<file path="config.mk">
export PLATFORM = sky130hd
export DESIGN_NAME = dice_result_capture
export DESIGN_NICKNAME = d
export VERILOG_FILES = /design/src/rtl/dice_result_capture.sv
export SDC_FILE = /design/constraint.sdc
export NUM_CORES = 1
export LEC_CHECK = 0
export ABC_CLOCK_PERIOD_IN_PS = 3050
export CAP_MARGIN = 20
export CORE_MARGIN = 2
export CORE_UTILIZATION = 30
export CTS_CLUSTER_DIAMETER = 50
export DETAILED_ROUTE_END_ITERATION = 7
export MAX_ROUTING_LAYER = met4
export PLACE_DENSITY = 0.47
export SYNTH_ARGS = -nofsm -noshare
export SYNTH_HDL_FRONTEND = slang
export SYNTH_SLANG_ARGS = --single-unit
export TNS_END_PERCENT = 50
</file>
<file path="constraint.sdc">
create_clock -name clk -period 3.05 [get_ports clk]
set_input_delay 0.305 -clock clk [delete_from_list [all_inputs] [get_ports clk]]
set_output_delay 0.305 -clock clk [all_outputs]
set_load 0.1 [all_outputs]
</file>
<file path="src/rtl/dice_result_capture.sv">
`default_nettype none
// ============================================================================
//  Module   : dice_result_capture
//  Captures the settled dice face after button release, presents it on a
//  valid/ready handshake and keeps per-face tallies and fault flags.
//  Revision : 1.0 - initial release
// ============================================================================
module dice_result_capture #(
    parameter int CNT_W  = 8,
    parameter int SETTLE = 2
) (
    input  logic             clk,
    input  logic             rst,
    input  logic             button,
    input  logic [2:0]       throw,
    output logic [2:0]       result,
    output logic             result_valid,
    input  logic             result_ready,
    input  logic [2:0]       tally_sel,
    output logic [CNT_W-1:0] tally,
    output logic [CNT_W-1:0] total,
    output logic             double_flag,
    output logic             err_face,
    output logic             overrun
);

    localparam int                c_SCNT_W   = $clog2(SETTLE + 1);
    localparam logic [c_SCNT_W-1:0] c_SETTLE_V = c_SCNT_W'(SETTLE);
    localparam logic [CNT_W-1:0]  c_CNT_MAX  = '1;

    typedef enum logic [1:0] {
        ST_IDLE    = 2'd0,
        ST_ROLLING = 2'd1,
        ST_SETTLE  = 2'd2,
        ST_PRESENT = 2'd3
    } state_t;

    state_t              r_state;
    state_t              w_state_next;
    logic [c_SCNT_W-1:0] r_settle_cnt;
    logic [c_SCNT_W-1:0] w_settle_next;
    logic                w_capture;
    logic                w_overrun_set;
    logic                w_legal;
    logic [CNT_W-1:0]    r_tally [1:6];
    logic [CNT_W-1:0]    r_total;
    logic [2:0]          r_result;
    logic [2:0]          r_prev;
    logic                r_prev_ok;
    logic                r_double;
    logic                r_err;
    logic                r_overrun;

    assign w_legal = (throw != 3'd0) && (throw != 3'd7);

    always_ff @(posedge clk or negedge rst) begin
        if (!rst) begin
            r_state      <= ST_IDLE;
            r_settle_cnt <= '0;
        end else begin
            r_state      <= w_state_next;
            r_settle_cnt <= w_settle_next;
        end
    end

    always_comb begin
        w_state_next  = r_state;
        w_settle_next = r_settle_cnt;
        w_capture     = 1'b0;
        w_overrun_set = 1'b0;
        case (r_state)
            ST_IDLE: begin
                if (button) w_state_next = ST_ROLLING;
            end
            ST_ROLLING: begin
                if (!button) begin
                    w_state_next  = ST_SETTLE;
                    w_settle_next = c_SCNT_W'(1);
                end
            end
            ST_SETTLE: begin
                if (button) begin
                    w_state_next = ST_ROLLING;
                end else if (r_settle_cnt == c_SETTLE_V) begin
                    w_capture    = 1'b1;
                    w_state_next = ST_PRESENT;
                end else begin
                    w_settle_next = r_settle_cnt + 1'b1;
                end
            end
            ST_PRESENT: begin
                // A press while the consumer is stalling is dropped, not queued.
                if (result_ready) w_state_next = ST_IDLE;
                else if (button)  w_overrun_set = 1'b1;
            end
            default: w_state_next = ST_IDLE;
        endcase
    end

    always_ff @(posedge clk or negedge rst) begin
        if (!rst) begin
            r_result  <= '0;
            r_prev    <= '0;
            r_prev_ok <= 1'b0;
            r_double  <= 1'b0;
            r_err     <= 1'b0;
            r_overrun <= 1'b0;
            r_total   <= '0;
            for (int f = 1; f <= 6; f++) r_tally[f] <= '0;
        end else begin
            if (w_overrun_set) r_overrun <= 1'b1;
            if (w_capture) begin
                r_result <= throw;
                if (w_legal) begin
                    r_err     <= 1'b0;
                    r_double  <= r_prev_ok && (throw == r_prev);
                    r_prev    <= throw;
                    r_prev_ok <= 1'b1;
                    if (r_total != c_CNT_MAX) r_total <= r_total + 1'b1;
                    for (int f = 1; f <= 6; f++) begin
                        if ((throw == 3'(f)) && (r_tally[f] != c_CNT_MAX))
                            r_tally[f] <= r_tally[f] + 1'b1;
                    end
                end else begin
                    r_err    <= 1'b1;
                    r_double <= 1'b0;
                end
            end
        end
    end

    always_comb begin
        tally = '0;
        case (tally_sel)
            3'd1:    tally = r_tally[1];
            3'd2:    tally = r_tally[2];
            3'd3:    tally = r_tally[3];
            3'd4:    tally = r_tally[4];
            3'd5:    tally = r_tally[5];
            3'd6:    tally = r_tally[6];
            default: tally = '0;
        endcase
    end

    assign result       = r_result;
    assign result_valid = (r_state == ST_PRESENT);
    assign total        = r_total;
    assign double_flag  = r_double;
    assign err_face     = r_err;
    assign overrun      = r_overrun;

endmodule
`default_nettype wire
</file>
## Word-level counts from Yosys, hierarchy flattened

Index checks and enable logic that the tools add are counted.

- Flip-flop bits (word level): 70
- Bits in latches: 0
- Bits in writable memories: 0
- Memory bits (read-only): 0
- Input bits: 10
- Output and inout port bits: 23
- Word-level logic and storage cells: 94
- Memories: 0

- $add $sub $neg: 8
- Multipliers: 0
- Divide/modulo/power cells: 0
- Magnitude comparators: 0
- Equal/unequal tests: 31
- Shifts and indexed selects: 0
- Muxes and demuxes: 19
- Bitwise logic cells: 0
- Reduce and logical (&&, ||, !) cells: 21

Operators by type and width:

| cell | count |
|---|---|
| adder 8 x 1 -> 8 bit (second input constant) | 7 |
| != test 8 bit (second input constant) | 7 |
| case mux 8 bit (6 select lines) | 1 |
| AND reduction 3 bit | 7 |
| equality test 3 bit (second input constant) | 6 |
| two-way mux 2 bit | 8 |
| equality test 3 x 2 -> 1 bit (second input constant) | 4 |
| logical AND 1 bit | 8 |
| two-way mux 1 bit | 8 |
| != test 2 bit (second input constant) | 4 |
| case mux 2 bit (4 select lines) | 1 |
| AND reduction 4 bit | 2 |
| equality test 2 bit (second input constant) | 3 |
| equality test 3 x 1 -> 1 bit (second input constant) | 2 |
| != test 3 bit (second input constant) | 2 |
| case mux 2 bit (2 select lines) | 1 |
| equality test 3 bit | 1 |
| nonzero test 3 bit | 1 |
| adder 2 x 1 -> 2 bit (second input constant) | 1 |
| equality test 2 x 1 -> 1 bit (second input constant) | 1 |
| zero test 2 bit | 1 |
| != test 2 x 1 -> 1 bit (second input constant) | 1 |
| AND reduction 2 bit | 1 |
| nonzero test 2 bit | 1 |

## Logic depth before layout (Yosys ltp)

- Word-level depth: 5
- Mapped depth: 8
- Depth with buffers taken out: 6

## Worst setup path after synthesis

OpenSTA, ideal clock, no wires.

- Path type: in2out
- From: input port tally_sel[1]
- To: output port tally[7]
- Arrival time: 2,603 ps
- Data required time: 2,745 ps
- Path slack: 142 ps
- Cell stages on the path: 5
- Buffers on the path: 2
- Path through: clkbuf_1 > buf_2 > mux2_2 > a221oi_1 > a21oi_1

- Cells in the longest elaborated chain, start to end: 2
- Elaborated cells between the ends (all ways): 7
- Those cells by class: eq/ne (6); mux (1)

RTL lines:

| what | RTL line | source |
|---|---|---|
| start: declaration | 19 | `input logic [2:0] tally_sel,` |
| equality test 3 bit, or another cell as far along | 134 | `case (tally_sel)` |
| case mux 8 bit (6 select lines) * | 134 |  |
| end: declaration | 20 | `output logic [CNT_W-1:0] tally,` |

Mark *: on every way between the ends. The rest lies on a longest branch, timed or not.

## Worst setup path after layout

- From: input port tally_sel[1]
- To: output port tally[0]

The elaborated chain is that of the path after synthesis.

==> metrics <==
Peak VDD IR about 0.00078 V; antenna violations before repair 0; final hold viol count 8; fraction of registers with async set/reset 100%; post-synthesis cell area roughly 3800 um^2; Area contributors post-synth dfrtp_1, mux2_2, xor2_1; post-DR vias/cell slightly below 5; setup bufs post-CTS 0; GRT overflow 0; violated checks negative hold slack; Final Max Tran Viols 0; pwr dens between 500 and 600 nW/um^2; fillcell total 1229; Final Cycle Share roughly 85%; Max Cap Viol 0; CP Capture Type output pin; hpwl dp 5880 um; number of diodes 0; minimum clock period roughly 2.6 ns; post-route ant nets 0; Post-Syn Nets 380; setup TNS 0 ns; share of the synthesized area in the top cell type 46.4%; GRT Total Usage 13.5%; RSZ-0062 raised after global routing no; nets@finish 412; share of cells above drive strength 1 between 10% and 20%; CTS Buf Count 9; first-pass iteration count of the detailed router 5; vias in the first global route approximately 2700; clk_lat worst skew about 0.33 ns; final cell count without fillers 565; total die area approximately 13000 um^2; Placed Cells between 500 and 600; HP Class input pin to async pin; Lkg Pwr between 2 and 2.5 nW; clock-pin slew of the registers on the worst-case setup and hold paths about 0.05 ns; post_cts resized 0; Syn Inst Count between 300 and 400; Area growth syn-to-layout 21.4%; register area share after synthesis 46.4%; die height around 120 um; I/O Buffers 32; Cell variety after synth between 40 and 50; Post-Route WL 8190 um; vias roughly 2700; drc violations 0; Clock Sinks 70; Mapped Avg Cell Area around 10 um^2; Worst Max-Slew Pin Slew roughly 1 ns; Core Region between 10000 and 15000 um^2; first-iteration detailed-routing DRC count between 150 and 200; Setup CP Type input pin to output pin; FP Rows 40; Setup violations, final 0; cell taking the most area after synthesis dfrtp_1; slew margin rel. about a third; CP startpoint kind input pin; status complete, but fails checks; final hold slack -0.0197 ns; CTS max path bufs 2; CTS tree yes; die span in x approximately 120 um; Ports 33; routed length per instance 14.5 um; crit path DAT 2.28 ns; WP data required 2.74 ns; largest net degree at the start of global routing slightly above 70; CP max FO 10; Max Fclk between 0.3 and 0.4 GHz; FF+latch count, synth 70; initial core utilization 31.0%; yosys warns 0; H-tree depth 3; dominant synthesized flop cell dfrtp_1; first-pass GRT wire length between 10000 and 15000 um; routability cong. roughly 0.76; EDFF count, synth 0; Hold Buf Count CTS 0; root buffer cell clkbuf_16; skew final around 0.0095 ns
-- state kept, by name, summed over array words and instances (netlist names) --
register      flops
err_face          1
r_prev_ok         1
result            3
r_state           2
total             8
r_prev            3
r_settle_cnt      2
r_tally          48
double_flag       1
overrun           1
-- per-layer routing --
| metal | global-route usage [%] | part of all wire, % |
|---|---|---|
| met1 | 20.0 | 53 |
| met2 | 17.8 | 41 |
| met3 | 3.63 | 4.4 |
| met4 | 4.44 | 1.2 |
| met5 | - | 0 |
-- final cells by class --
class / count / area (um^2) / area share [%]
Multi-Input combinational cell: 269 / 1920 / 41.9
Sequential cell: 70 / 1750 / 38.2
Timing Repair Buffer: 37 / 420 / 9.17
Clock buffer: 12 / 246 / 5.38
Tap cell: 168 / 210 / 4.59
Inverter: 7 / 26.3 / 0.573
Clock inverter: 2 / 10.0 / 0.218
-- per-stage QoR --
stage | cell area (um^2) | power [mW] | worst slack (ns) | utilization, % | hold WS [ns]
2_1_floorplan | 3770 | 1.61 | 0.142 | - | 0.00941
3_3_place_gp | 4330 | 1.79 | 0.473 | 35.6 | 0.364
3_5_place_dp | 4330 | 1.80 | 0.461 | 35.6 | 0.369
4_1_cts | 4580 | 2.76 | 0.478 | 37.7 | 0.0146
5_1_grt | 4580 | 2.84 | 0.299 | 37.7 | 0.0182
6_report | 4580 | 2.71 | 0.468 | 37.7 | -0.0197
-- critical path, cell delays in order --
cell,delay (ns)
clkdlybuf4s50_1,0.63
buf_4,0.30
nor2b_1,0.38
a21oi_1,0.13
a21oi_1,0.30
buf_12,0.22
-- power by group --
group / switching (mW) / internal [mW] / total [mW]
logic: 0.483 / 0.198 / 0.682
registers: 0.0814 / 1.02 / 1.10
clock network: 0.373 / 0.561 / 0.933
total: 0.938 / 1.78 / 2.71
-- synthesized netlist by cell type (7+ instances only) --
master     n
a221oi_1   8
nor2_1    22
xor2_1    28
clkbuf_1   9
ha_1       8
a21oi_1   20
dfrtp_1   70
nand2_1   32
mux2_2    25
inv_1      7
nor3_1    16
o21ai_0    7
nand3_1   22
xnor2_1   14
mux2i_1    9
nand4_1   13
-- cells in the final DEF, fill, tap and decap left out, drive strengths merged, types with 2 or more instances in the layout --
| cell | synthesis | routed |
|---|---|---|
| dfrtp | 70 | 70 |
| nand2 | 32 | 32 |
| xor2 | 28 | 28 |
| mux2 | 26 | 26 |
| buf | 7 | 24 |
| nand3 | 23 | 23 |
| nor2 | 22 | 22 |
| a21oi | 20 | 20 |
| nor3 | 16 | 16 |
| xnor2 | 14 | 14 |
| nand4 | 14 | 14 |
| clkdlybuf4s50 | 0 | 13 |
| clkbuf | 9 | 12 |
| mux2i | 9 | 9 |
| a221oi | 8 | 8 |
| ha | 8 | 8 |
| inv | 7 | 7 |
| o21ai | 7 | 7 |
| nor4 | 7 | 7 |
| nor3b | 5 | 5 |
| nand2b | 5 | 5 |
| nor2b | 3 | 3 |
| and3 | 3 | 3 |
| nor4b | 3 | 3 |
| o21a | 2 | 2 |
| clkinv | 0 | 2 |
-- logic make-up after synthesis --
kind of cell	synth area share [%]
AO/OA/AOI/OAI	7.76
XOR/XNOR	9.74
adder cells (fa/ha/maj)	2.65
buffers and inverters	2.75
flip-flops	46.4
multiplexers	10.1
AND/OR/NAND/NOR	20.6
-- worst paths after layout --
check                                      from     endpoint  slack (ns)  cells past startpoint
worst min-delay path                        rst  r_tally[34]       -0.02                      2
worst min register to register          overrun      overrun        0.47                      1
min in group clk                        overrun      overrun        0.47                      1
max in group asynchronous                   rst    r_prev[0]        2.74                      2
worst max register to register  r_settle_cnt[0]     total[6]        0.79                      6
worst max-delay path               tally_sel[1]     tally[0]        0.47                      6
Note: power is estimated with default switching activity, not from simulation.
